<file path="src/rtl/mem_bus_arbiter.sv">
// mem_bus_arbiter: shares one registered external memory bus between the
// instruction prefetch port (I, read-only) and the load/store port (D).
`timescale 1ns/1ps

module mem_bus_arbiter #(
    parameter int unsigned STARVE_LIMIT = 4
) (
    input  logic        clk,
    input  logic        reset_n,
    // instruction prefetch port
    input  logic [18:0] i_addr,
    input  logic        i_access,
    output logic        i_ack,
    output logic [15:0] i_data_in,
    // load/store port
    input  logic [18:0] d_addr,
    input  logic [15:0] d_data_out,
    input  logic        d_wr_en,
    input  logic [1:0]  d_bytesel,
    input  logic        d_lock,
    input  logic        d_access,
    output logic        d_ack,
    output logic [15:0] d_data_in,
    // external memory bus
    output logic [18:0] m_addr,
    output logic [15:0] m_data_out,
    output logic        m_wr_en,
    output logic [1:0]  m_bytesel,
    output logic        m_access,
    input  logic        m_ack,
    input  logic [15:0] m_data_in
);

    typedef enum logic [1:0] {
        ST_IDLE,
        ST_SERVE_I,
        ST_SERVE_D,
        ST_HOLD_D
    } state_t;

    localparam logic [3:0] LIMIT = 4'(STARVE_LIMIT);

    state_t      r_state;
    state_t      w_next_state;
    logic [3:0]  r_starve_cnt;
    logic [3:0]  w_next_starve_cnt;
    logic        w_grant_i;
    logic        w_grant_d;
    logic        w_done;

    logic        r_m_access;
    logic [18:0] r_m_addr;
    logic [15:0] r_m_data_out;
    logic        r_m_wr_en;
    logic [1:0]  r_m_bytesel;

    // NOTE: every signal driven here gets a default first so no path leaves it unassigned (no latches).
    always_comb begin
        w_grant_i         = 1'b0;
        w_grant_d         = 1'b0;
        w_done            = 1'b0;
        w_next_state      = r_state;
        w_next_starve_cnt = r_starve_cnt;

        unique case (r_state)
            ST_IDLE: begin
                if (!i_access) begin
                    w_next_starve_cnt = '0;
                end
                if (d_access && (!i_access || (r_starve_cnt < LIMIT))) begin
                    w_grant_d = 1'b1;
                end else if (i_access) begin
                    w_grant_i = 1'b1;
                end
            end
            ST_SERVE_I: begin
                if (m_ack) begin
                    w_done       = 1'b1;
                    w_next_state = ST_IDLE;
                end
            end
            ST_SERVE_D: begin
                if (m_ack) begin
                    w_done       = 1'b1;
                    w_next_state = d_lock ? ST_HOLD_D : ST_IDLE;
                end
            end
            ST_HOLD_D: begin
                // A locked split access keeps the bus for D; a new request beats a lock drop.
                if (d_access) begin
                    w_grant_d = 1'b1;
                end else if (!d_lock) begin
                    w_next_state = ST_IDLE;
                end
            end
            default: begin
                w_next_state = ST_IDLE;
            end
        endcase

        if (w_grant_d) begin
            w_next_state = ST_SERVE_D;
            if (i_access && (r_starve_cnt < LIMIT)) begin
                w_next_starve_cnt = r_starve_cnt + 4'd1;
            end
        end
        if (w_grant_i) begin
            w_next_state      = ST_SERVE_I;
            w_next_starve_cnt = '0;
        end
    end

    // NOTE: sequential state uses non-blocking assignments so all registers update together at the edge.
    always_ff @(posedge clk or negedge reset_n) begin
        if (!reset_n) begin
            r_state      <= ST_IDLE;
            r_starve_cnt <= '0;
        end else begin
            r_state      <= w_next_state;
            r_starve_cnt <= w_next_starve_cnt;
        end
    end

    always_ff @(posedge clk or negedge reset_n) begin
        if (!reset_n) begin
            r_m_access   <= 1'b0;
            r_m_addr     <= '0;
            r_m_data_out <= '0;
            r_m_wr_en    <= 1'b0;
            r_m_bytesel  <= '0;
        end else if (w_grant_i) begin
            r_m_access   <= 1'b1;
            r_m_addr     <= i_addr;
            r_m_data_out <= '0;
            r_m_wr_en    <= 1'b0;
            r_m_bytesel  <= 2'b11;
        end else if (w_grant_d) begin
            r_m_access   <= 1'b1;
            r_m_addr     <= d_addr;
            r_m_data_out <= d_data_out;
            r_m_wr_en    <= d_wr_en;
            r_m_bytesel  <= d_bytesel;
        end else if (w_done) begin
            r_m_access   <= 1'b0;
            r_m_addr     <= '0;
            r_m_data_out <= '0;
            r_m_wr_en    <= 1'b0;
            r_m_bytesel  <= '0;
        end
    end

    // Acks are forwarded only to the current owner; stray m_ack pulses are dropped.
    assign i_ack      = (r_state == ST_SERVE_I) && m_ack;
    assign d_ack      = (r_state == ST_SERVE_D) && m_ack;
    assign i_data_in  = m_data_in;
    assign d_data_in  = m_data_in;

    assign m_access   = r_m_access;
    assign m_addr     = r_m_addr;
    assign m_data_out = r_m_data_out;
    assign m_wr_en    = r_m_wr_en;
    assign m_bytesel  = r_m_bytesel;

endmodule

</file>
<file path="config.mk">
export PLATFORM = sky130hd
export DESIGN_NAME = mem_bus_arbiter
export DESIGN_NICKNAME = d
export VERILOG_FILES = /design/src/rtl/mem_bus_arbiter.sv
export SDC_FILE = /design/constraint.sdc
export NUM_CORES = 1
export LEC_CHECK = 0
export CORE_MARGIN = 2
export CORE_UTILIZATION = 36
export DETAILED_ROUTE_END_ITERATION = 8
export HOLD_SLACK_MARGIN = 0.12
export PLACE_DENSITY = 0.8
export SYNTH_ARGS = -nofsm -noshare
export SYNTH_HDL_FRONTEND = slang
export SYNTH_SLANG_ARGS = --single-unit
export TNS_END_PERCENT = 30
</file>
<file path="constraint.sdc">
create_clock -name clk -period 2.4 [get_ports clk]
set_input_delay 0.6 -clock clk [delete_from_list [all_inputs] [get_ports clk]]
set_output_delay 0.6 -clock clk [all_outputs]
set_load 0.005 [all_outputs]
</file>
* After elaboration in Yosys (flattened, before gate mapping)
Cells that the tools add are included.
W data, S select, Z words.
** Word-level totals
- Register bits :: 45
** Operators by class
- $add $sub $neg :: 1
- Reduce and logical (&&, ||, !) cells :: 11
- Order comparisons :: 1
- Eq/ne operators :: 7
- Muxes and demuxes :: 35
** Operators by type and width (number)
- $mux W19 :: 3
- $mux W16 :: 3
- $mux W2 :: 10
- $mux W4 :: 5
- $ne A4 B4 Y1 const B :: 4
- $mux W1 :: 12
- $pmux W2 S3 :: 1
- $reduce_and A5 Y1 :: 1
- $reduce_bool A5 Y1 :: 1
- $add A4 B1 Y4 const B :: 1
- $eq A2 B2 Y1 const B :: 2
- $logic_and A1 B1 Y1 :: 4
- $lt A4 B3 Y1 const B :: 1
- $reduce_bool A3 Y1 :: 1
- $eq A2 B1 Y1 const B :: 1
- $logic_not A2 Y1 :: 1
- $pmux W1 S2 :: 1
- $reduce_or A2 Y1 :: 1
- $logic_not A1 Y1 :: 1
- $logic_or A1 B1 Y1 :: 1

* Longest topological paths before layout
Gate-level depths: netlist of the first run.
- Word-level depth :: 7
- Gate-level depth with buffers :: 8
- Depth with buffers taken out :: 6

* Worst setup path after synthesis of the first run
No wires, ideal clock.
- Kind :: reg-to-reg
- From :: register r_state[0]
- To :: register r_m_data_out[10] (netlist: m_data_out[10])
- Cell stages (with the launch flop) :: 9
- Setup time :: 0.121 ns
- Arrival time :: 1.855 ns
- Required time :: 2.279 ns
- Period minus slack after synthesis :: 1.976 ns
- Slack :: 0.424 ns
- Path through :: dfrtp_1 -> inv_1 -> ha_1 -> nand2b_1 -> a211o_1 -> and3_1 -> buf_6 -> buf_6 -> a22o_1
** Between the ends
- Cells in the longest elaborated chain, start to end :: 4
- Elaborated cells on any way between the ends :: 11
- Those cells by class :: eq/ne: 3; mux: 5; reduce/logical: 3
** RTL lines
- start: declaration :: line 43 : state_t r_state;
- start signal: assignment :: line 119 : r_state <= w_next_state;
- $eq A2 B2 Y1, or another cell as far along :: line 65 : unique case (r_state)
- $pmux W1 S2 or $reduce_or A2 Y1 (tied branches)
- $mux W16 or $mux W1 (tied branches)
- $mux W16 or $reduce_bool A3 Y1 (tied branches)
- end signal: assignment :: line 140 : r_m_data_out <= d_data_out;
- end: declaration :: line 53 : logic [15:0] r_m_data_out;
Several ways; a longest one is shown, not always the timed one.
A chain may end at the register's enable or synchronous reset.

* Worst setup path in the final report of the first run
- From :: input m_ack
- To :: output d_ack
** Between the ends
- Cells in the longest elaborated chain, start to end :: 1
** RTL lines
- start: declaration :: line 30 : input logic m_ack,
- $logic_and A1 B1 Y1 :: line 154 : assign d_ack = (r_state == ST_SERVE_D) && m_ack;
- end: declaration :: line 22 : output logic d_ack,
Every way passes these cells.

==> out/summary.txt, run 1 <==
Max-slew headroom: 62.7%
Core area: 5960 µm²
Min Tclk post-route: 2.34 ns
Clock Path Buffers: 2
NumNets Final: 352
Cell Rows: 28
RSZ-0062 raised after global routing: no
Critical-path cell list: clkdlybuf4s50_1, and2_1, clkdlybuf4s50_1
Top cell type by total area after synthesis: dfrtp_1
Setup total negative slack: 0 ns
Crit Path Category: in -> out
Dominant synthesized flop cell: dfrtp_1
Final HPWL DP: 3.97 mm
DIE WIDTH: 82.6 µm
Diode count: 0
Area of the mapped netlist: 2230 µm²
Clock skew: 0.0126 ns
Crit end category: output pin
Largest net degree at the start of global routing: 46
Antenna Nets Post-Route: 0
Count leader, synth: dfrtp_1
Final Cycle Share: 97.4%
TritonRoute pass-1 iters: 4
Grt total ovfl: 0
Post-synth top cells: dfrtp_1, a22o_1, buf_4
Critical Path AT: 1.74 ns
H-tree levels: 2
Die H: 82.6 µm
Syn Inst Count: 191
Top-area cell type share of the netlist area: 50.6%
Critical path's most frequent cell: clkdlybuf4s50_1
Clk sink count: 45
CP max stage cell: clkdlybuf4s50_1
DRC: 0
Later-pin clock latency in the skew report: 0.30 ns
Initial antenna violation count: 0
Overall routing resource usage: 15.4%
Synth Register Bits: 45
Final Hold Viols: 0
Netlist cell types: 31
Hold Path Class: in -> async
Syn_nets: 275
Port Buffers: 103
Slew @ Worst Pin: 0.560 ns
Max-cap violation count: 0
Syn_area_per_cell: 11.7 µm²
Post-CTS resize count: 0
Detailed Route Iter0 Violations: 37
Peak VDD IR: 0.509 mV
Starting Density: 37.4%
Pwr Total: 0.00348 W
Ys Warns: 0
Leak pwr: 1.54 nW
Crit-path max FO: 4
DR vias: 1,739
Number of CTS-inserted buffers: 5
Final WL: 5.31 mm
Vias in the first global route: 1,681
Critical Path RT: 1.80 ns
CTS Hold Bufs: 0
Fmax: 428 MHz
Clock Pin Slew Worst Setup and Hold Paths: 0.09 ns
GP Congestion: 0.747
Startpoint types: input pin
Fraction of layout cells with a size suffix above 1: 7.43%
Die Area: 6830 µm²
I/O Pins: 152
Reg2Reg Setup Slack: 0.38 ns
Synth top area cells: dfrtp_1, a22o_1, buf_4
Crit path largest cell delay: 0.51 ns
Post-synthesis sequential area ratio: 50.6%
Area growth from synthesis to layout: 46.7%
Root buffer cell: clkbuf_8
Setup violations, final: 0
Vias per cell: 5.06
Async SR Flop Fraction: 100%
PD cells: 1070 nW/µm²
Status: finished, final reports clean
Number of synthesized flops with an enable pin: 0
Global-route wire length before repair: 7.82 mm
Max Slew Vio Count: 0
# Post-CTS Setup Buffers: 0
Routed WL per cell: 15.4 µm
CTS tree: built
## routing by layer
metal	global-route usage, %	part of all wire [%]	vias up
met1	17.2	39	847
met5	0	0	-
met3	5.87	9.3	11
li1	-	-	811
met2	26.5	51	70
met4	5.74	1.3	0
## logic make-up (layout without fill, tap and decap cells)
kind of cell,count (synthesis),after routing,share of synthesized area (%)
buf+inv,44,122,14.1
fa+ha+maj,5,5,2.81
compound gates,70,70,25.8
mux,2,2,0.956
simple gates,25,25,5.79
flops,45,45,50.6
## registers in the layout, indices dropped and copies added, names as in the netlist
name	flops
r_starve_cnt	4
m_bytesel	2
m_addr	19
m_wr_en	1
m_access	1
m_data_out	16
r_state	2
## layout by cell type, fill, tap and decap left out, types with 5 or more instances in the layout
cell type          n
nor2_1             7
dfrtp_1           45
a21o_1            20
ha_1               5
clkdlybuf4s50_1  102
a22o_1            36
clkbuf_8           5
buf_4              5
nand2_1            7
## final cells by class
type / count / area [µm²]
Clock buffer: 6 / 72.6
Clock inverter: 2 / 38.8
Fill cell: 548 / 2690
Inverter: 3 / 11.3
Multi-Input combinational cell: 102 / 798
Sequential cell: 45 / 1130
Tap cell: 75 / 93.8
Timing Repair Buffer: 111 / 1120
## power by group
group | switching (W) | internal (W) | leakage [nW]
combinational | 0.000729 | 0.00102 | 0.892
sequential | 0.000142 | 0.00102 | 0.589
clock | 0.000259 | 0.000313 | 0.0554
## worst paths after layout
kind	from	to	cells after the start
setup / recovery	m_ack	d_ack	3
hold reg to reg	m_addr[6]	m_addr[6]	1
min in group clk	m_addr[6]	m_addr[6]	1
setup reg to reg	r_state[0]	m_data_out[4]	7
hold / removal	reset_n	m_bytesel[1]	2
max in group asynchronous	reset_n	r_state[0]	2
## through the flow
step	cells	hold WS [ns]	utilization [%]	cell area, µm²	setup WS [ns]
floorplan	191	0.304	-	2230	0.424
global placement	336	0.459	52.9	3150	0.0809
detailed placement	336	0.465	52.9	3150	0.0581
CTS	344	0.394	54.8	3260	0.0552
global route	344	0.424	54.8	3260	0.00912
finish	344	0.371	54.8	3260	0.0613
## worst max-delay path: cells and delay by family
kind	cells	cell delay [ns]
and+or+nand+nor	1	0.14
buffers and inverters	2	1.01
Power figures use the tool's default switching activity.
==> inputs of run 2 (changes only) <==
--- a/config.mk
+++ b/config.mk
@@ -7,10 +7,11 @@
 export LEC_CHECK = 0
 export CORE_MARGIN = 2
 export CORE_UTILIZATION = 36
+export CTS_CLUSTER_DIAMETER = 30
 export DETAILED_ROUTE_END_ITERATION = 8
 export HOLD_SLACK_MARGIN = 0.12
 export PLACE_DENSITY = 0.8
 export SYNTH_ARGS = -nofsm -noshare
 export SYNTH_HDL_FRONTEND = slang
 export SYNTH_SLANG_ARGS = --single-unit
-export TNS_END_PERCENT = 30
+export TNS_END_PERCENT = 20
==> results of run 2 <==
The final DEF is identical to that of run 1; final timing and power are the same.
